File: config.mk
export PLATFORM = sky130hd
export DESIGN_NAME = pipeline_ctrl
export DESIGN_NICKNAME = d
export VERILOG_FILES = /design/src/rtl/pipeline_ctrl_pkg.sv /design/src/rtl/pipeline_ctrl_hazard_detect.sv /design/src/rtl/pipeline_ctrl.sv
export SDC_FILE = /design/constraint.sdc
export NUM_CORES = 1
export LEC_CHECK = 0
export ABC_AREA = 1
export ABC_CLOCK_PERIOD_IN_PS = 1700
export BUFFER_PORTS_ARGS = -buffer_cell sky130_fd_sc_hd__buf_2
export CORE_ASPECT_RATIO = 1.1
export CORE_UTILIZATION = 55
export CTS_CLUSTER_DIAMETER = 120
export CTS_CLUSTER_SIZE = 14
export DETAILED_ROUTE_END_ITERATION = 8
export PLACE_DENSITY = 0.88
export REMOVE_ABC_BUFFERS = 1
export SLEW_MARGIN = 20
export SYNTH_ARGS = -nofsm -noshare
export SYNTH_HDL_FRONTEND = slang
export SYNTH_HIERARCHICAL = 1
export SYNTH_SLANG_ARGS = --single-unit
File: constraint.sdc
create_clock -name clk -period 1.7 [get_ports clk]
set_input_delay 0.255 -clock clk [delete_from_list [all_inputs] [get_ports clk]]
set_output_delay 0.255 -clock clk [all_outputs]
set_load 0.05 [all_outputs]
File: src/rtl/pipeline_ctrl_pkg.sv
// Shared definitions for the pipeline controller: FSM states,
// control-bundle layout and fixed sizing constants.
package pipeline_defs;

    localparam int REG_W        = 5;
    localparam int DRAIN_CYCLES = 2;
    localparam int DRAIN_W      = $clog2(DRAIN_CYCLES + 1);
    localparam int CYC_W        = 32;
    localparam int STALL_W      = 16;

    typedef enum logic [2:0] {
        ST_RUN       = 3'd0,
        ST_WAIT_STEP = 3'd1,
        ST_STEP      = 3'd2,
        ST_DRAIN     = 3'd3,
        ST_HALTED    = 3'd4
    } state_t;

    typedef struct packed {
        logic pc_en;
        logic if_id_en;
        logic if_id_flush;
        logic id_ex_bubble;
        logic pipe_en;
    } ctrl_t;

    localparam ctrl_t CTRL_IDLE  = '{1'b0, 1'b0, 1'b0, 1'b0, 1'b0};
    localparam ctrl_t CTRL_RUN   = '{1'b1, 1'b1, 1'b0, 1'b0, 1'b1};
    localparam ctrl_t CTRL_FLUSH = '{1'b1, 1'b1, 1'b1, 1'b1, 1'b1};
    localparam ctrl_t CTRL_HOLD  = '{1'b0, 1'b0, 1'b0, 1'b1, 1'b1};

    function automatic logic is_exec(input state_t s);
        return (s == ST_RUN) || (s == ST_STEP);
    endfunction

endpackage

File: src/rtl/pipeline_ctrl_hazard_detect.sv
// Load-use comparator: a load in EX whose destination is read by
// the instruction in ID. Register zero never creates a hazard.
module hazard_detect
    import pipeline_defs::*;
(
    input  logic             ex_mem_read,
    input  logic [REG_W-1:0] ex_rt,
    input  logic [REG_W-1:0] id_rs,
    input  logic [REG_W-1:0] id_rt,
    input  logic             id_uses_rt,
    output logic             load_use
);

    logic rs_hit;
    logic rt_hit;
    logic dst_live;

    assign dst_live = ex_rt != '0;
    assign rs_hit   = ex_rt == id_rs;
    assign rt_hit   = id_uses_rt & (ex_rt == id_rt);
    assign load_use = ex_mem_read & dst_live & (rs_hit | rt_hit);

endmodule

File: src/rtl/pipeline_ctrl.sv
// Pipeline controller: hazard/branch/halt arbitration, single-step
// debug FSM, and cycle/stall performance counters.
module pipeline_ctrl
    import pipeline_defs::*;
(
    input  logic               clk,
    input  logic               reset,
    input  logic [REG_W-1:0]   id_rs,
    input  logic [REG_W-1:0]   id_rt,
    input  logic               id_uses_rt,
    input  logic               ex_mem_read,
    input  logic [REG_W-1:0]   ex_rt,
    input  logic               branch_taken,
    input  logic               halt_in,
    input  logic               dbg_mode,
    input  logic               dbg_step,
    output logic               pc_enable,
    output logic               if_id_enable,
    output logic               if_id_flush,
    output logic               id_ex_bubble,
    output logic               pipe_enable,
    output logic               halted,
    output logic [CYC_W-1:0]   cycle_count,
    output logic [STALL_W-1:0] stall_count
);

    state_t             state;
    state_t             state_nx;
    logic [DRAIN_W-1:0] drain_cnt;
    logic               load_use;
    logic               exec;
    logic               ev_flush;
    logic               ev_stall;
    logic               ev_halt;
    logic               drain_last;
    logic               counting;
    ctrl_t              ctrl;

    hazard_detect u_hazard (
        .ex_mem_read (ex_mem_read),
        .ex_rt       (ex_rt),
        .id_rs       (id_rs),
        .id_rt       (id_rt),
        .id_uses_rt  (id_uses_rt),
        .load_use    (load_use)
    );

    // Events are made mutually exclusive here so the decoder is one-hot.
    assign exec       = is_exec(state);
    assign ev_flush   = exec & branch_taken;
    assign ev_stall   = exec & ~branch_taken & load_use;
    assign ev_halt    = exec & ~branch_taken & ~load_use & halt_in;
    assign drain_last = drain_cnt == DRAIN_W'(DRAIN_CYCLES - 1);
    assign counting   = exec | (state == ST_DRAIN);

    always_comb begin
        ctrl = CTRL_IDLE;
        unique case (state)
            ST_RUN, ST_STEP: begin
                unique case (1'b1)
                    ev_flush: ctrl = CTRL_FLUSH;
                    ev_stall: ctrl = CTRL_HOLD;
                    ev_halt:  ctrl = CTRL_HOLD;
                    default:  ctrl = CTRL_RUN;
                endcase
            end
            ST_DRAIN: ctrl = CTRL_HOLD;
            default:  ctrl = CTRL_IDLE;
        endcase
        if (!reset) begin
            ctrl = CTRL_IDLE;
        end
    end

    assign pc_enable    = ctrl.pc_en;
    assign if_id_enable = ctrl.if_id_en;
    assign if_id_flush  = ctrl.if_id_flush;
    assign id_ex_bubble = ctrl.id_ex_bubble;
    assign pipe_enable  = ctrl.pipe_en;

    always_comb begin
        state_nx = state;
        unique case (state)
            ST_RUN: begin
                if (ev_halt) begin
                    state_nx = ST_DRAIN;
                end else if (dbg_mode) begin
                    state_nx = ST_WAIT_STEP;
                end
            end
            ST_STEP: begin
                state_nx = ev_halt ? ST_DRAIN : ST_WAIT_STEP;
            end
            ST_WAIT_STEP: begin
                if (!dbg_mode) begin
                    state_nx = ST_RUN;
                end else if (dbg_step) begin
                    state_nx = ST_STEP;
                end
            end
            ST_DRAIN: begin
                if (drain_last) begin
                    state_nx = ST_HALTED;
                end
            end
            ST_HALTED: state_nx = ST_HALTED;
            default:   state_nx = ST_RUN;
        endcase
    end

    always_ff @(posedge clk or negedge reset) begin
        if (!reset) begin
            state       <= ST_RUN;
            drain_cnt   <= '0;
            halted      <= 1'b0;
            cycle_count <= '0;
            stall_count <= '0;
        end else begin
            state  <= state_nx;
            halted <= state_nx == ST_HALTED;
            if (state == ST_DRAIN) begin
                drain_cnt <= drain_cnt + 1'b1;
            end else begin
                drain_cnt <= '0;
            end
            if (counting) begin
                cycle_count <= cycle_count + 1'b1;
            end
            if (ev_stall) begin
                stall_count <= stall_count + 1'b1;
            end
        end
    end

endmodule

==> impl_metrics.env <==
export IMPL_status="finished with violations"
export IMPL_violations="negative setup slack"
export IMPL_final_layout_size_suffix_gt1_frac=0.2547
export IMPL_place_congestion=0.8851
export IMPL_worstPathCellList="nor2_4 -> nand2_4 -> inv_2 -> nand3_4 -> a41oi_2 -> buf_6"
export IMPL_yosysWarnings=6
export IMPL_clk_latency_ns=0.31
export IMPL_dp_hpwl_mm=6.242
export IMPL_finalSetupTns_ns=-0.1947
export IMPL_mostFrequentLayoutCells="nand2_1, buf_2, nor2_1, dfrtp_1, inv_1"
export IMPL_vias_per_cell=5.134
export IMPL_arrival_ns=1.55
export IMPL_root_buffer="clkbuf_8"
export IMPL_r2r_end="state[0]"
export IMPL_overflow=0
export IMPL_rrSetupSlack_ns=-0.05
export IMPL_ys_ff_latch=54
export IMPL_synth_distinct_cells=33
export IMPL_cts_buffers=5
export IMPL_rr_worst_depth=12
export IMPL_crit_family="flip-flops"
export IMPL_cts_sinks=54
export IMPL_syn_area_um2=3472
export IMPL_slew_headroom=0.5521
export IMPL_path_buf_inv=2
export IMPL_power_total_uw=2139
export IMPL_cp_slowest_cell="dfrtp_2"
export IMPL_endpoint_kind="primary output"
export IMPL_start_kind="flip-flop"
export IMPL_final_max_slew_viol_count=0
export IMPL_cts_buffer_depth=2
export IMPL_cp_depth=6
export IMPL_finalCritPeriodShare=1.060
export IMPL_r2r_start="state[2]"
export IMPL_finalSetupViolCount=4
export IMPL_grt_pass1_wl_mm=14.08
export IMPL_avgRoutedWirePerCell_um=12.80
export IMPL_p_leak_uw=0.002220
export IMPL_initial_core_util=0.5675
export IMPL_crit_fanout=3
export IMPL_yosysSeqAreaShare=0.3892
export IMPL_area_growth_pct=22.74
export IMPL_layout_commonest_cell="nand2_1"
export IMPL_slowest_delay_ns=0.45
export IMPL_avgSynthCellArea_um2=7.130
export IMPL_cts_max_level=2
export IMPL_clk_pin_slew_ns=0.09
export IMPL_hold_viol_final=0
export IMPL_worst_slack_ns=-0.1017
export IMPL_rsz0062_at_grt="true"
export IMPL_drt_antenna_violating_nets=0
export IMPL_vias=3414
export IMPL_io_pins=77
export IMPL_die_w_um=77.76
export IMPL_peakVddDrop_mv=0.4349
export IMPL_grt_usage=0.2635
export IMPL_die_h_um=85.33
export IMPL_grt_max_degree=55
export IMPL_dieArea_um2=6635
export IMPL_grt_pass1_vias=3358
export IMPL_hold_buffers=0
export IMPL_hold_class="primary input to asynchronous set/reset pin"
export IMPL_criticalPathCategory="flip-flop to primary output"
export IMPL_tritoncts="yes"
export IMPL_tightest_slew_ns=0.6718
export IMPL_period_needed_ns=1.802
export IMPL_port_buffers=76
export IMPL_skew_ns=0.007638
export IMPL_syn_inst=487
export IMPL_core_area_um2=6118
export IMPL_antenna_found_initial=0
export IMPL_cap_viol_max_count=0
export IMPL_wirelength_mm=8.511
export IMPL_required_ns=1.44
export IMPL_max_freq_ghz=0.5550
export IMPL_final_nets=610
export IMPL_firstDrtPassIters=5
export IMPL_rows=30
export IMPL_num_antenna_cells=0
export IMPL_p_per_area_nw_per_um2=502.0
export IMPL_drt_iter0_markers=186
export IMPL_route_detailed_drc=0
==> cell families (layout without fill, tap and decap cells) <==
logic type | after synthesis | after routing | share of synthesized area
simple gates | 323 | 323 | 0.4281
buf+inv | 64 | 162 | 0.07315
flops | 54 | 54 | 0.3892
xor+xnor | 29 | 29 | 0.07532
compound gates | 14 | 14 | 0.02342
fa+ha+maj | 3 | 3 | 0.01081
==> Yosys cell counts, drive strengths merged <==
| cell | n | area share |
|---|---|---|
| a21oi | 1 | 0.0014 |
| a41oi | 1 | 0.0025 |
| and2 | 1 | 0.0018 |
| buf | 4 | 0.0083 |
| clkinv | 1 | 0.0011 |
| dfrtp | 54 | 0.39 |
| ha | 3 | 0.011 |
| inv | 59 | 0.064 |
| nand2 | 189 | 0.21 |
| nand3 | 31 | 0.055 |
| nand3b | 5 | 0.011 |
| nand4 | 6 | 0.015 |
| nor2 | 80 | 0.11 |
| nor3 | 10 | 0.016 |
| nor3b | 1 | 0.0022 |
| o211ai | 2 | 0.0043 |
| o21ai | 9 | 0.013 |
| o21bai | 1 | 0.0022 |
| xnor2 | 14 | 0.037 |
| xor2 | 15 | 0.038 |
==> worst max-delay path by stage <==
stage | start | endpoint
after floorplan | ex_rt[0] | if_id_enable
after global placement | ex_rt[3] | id_ex_bubble
after detailed placement | ex_rt[4] | id_ex_bubble
after CTS | state[0] | id_ex_bubble
after global routing | state[2] | id_ex_bubble
final | state[2] | id_ex_bubble
==> area by class of cell <==
cell class	count	area [µm²]
tap	80	100.1
timing repair buffer	94	569.3
fill	514	1857
clock buffer	7	86.33
multi-input combinational	369	1921
inverter	60	227.7
clock inverter	1	5.005
sequential	54	1353
==> power by group <==
part	total (µW)	internal, µW	switching (µW)
registers	1280	1280	0
logic	112	40.5	71.4
clock network	744	330	414
==> flip-flops by register name, summed over array words and instances, names as in the netlist <==
name and flops:
cycle_count 32, state 3, stall_count 16, halted 1, drain_cnt 2
==> per-stage QoR <==
stage | util | instances | cell area, µm² | setup WS [ns] | hold WS (ns)
finish | 0.6965 | 665 | 4262 | -0.1017 | 0.1150
global route | 0.6965 | 665 | 4262 | -0.1630 | 0.1674
CTS | 0.6918 | 664 | 4233 | -0.06444 | 0.1323
detailed placement | 0.6536 | 649 | 3999 | -0.2089 | 0.4477
global placement | 0.6536 | 649 | 3999 | -0.1314 | 0.4216
floorplan | - | 483 | 3443 | -0.8232 | -0.04059
==> what timing repair did <==
| item | in CTS | in global routing |
|---|---|---|
| setup endpoints to repair | 4 | 7 |
| resized for setup | 29 | 7 |
| setup buffers | 7 | 1 |
| pin swaps | 10 | 6 |
==> worst register-to-register path, cell delays in order (launching register included) <==
cell and delay (ns):
dfrtp_2 0.45, nor2_4 0.17, nand2_4 0.09, inv_2 0.07
nand3_4 0.09, buf_4 0.15, buf_4 0.12, buf_4 0.12
buf_4 0.12, buf_4 0.13, nand2_2 0.05, nand3_1 0.06
nand3_1 0.08
==> metal layers <==
metal	vias to the layer above	GRT usage	part of all wire	wire length, µm
li1	1688	-	-	-
met1	1582	0.2919	0.40	3419
met2	122	0.4972	0.53	4506
met3	22	0.04194	0.047	396
met4	0	0.1063	0.022	189
met5	-	0	0	0
Power figures use the tool's default switching activity.
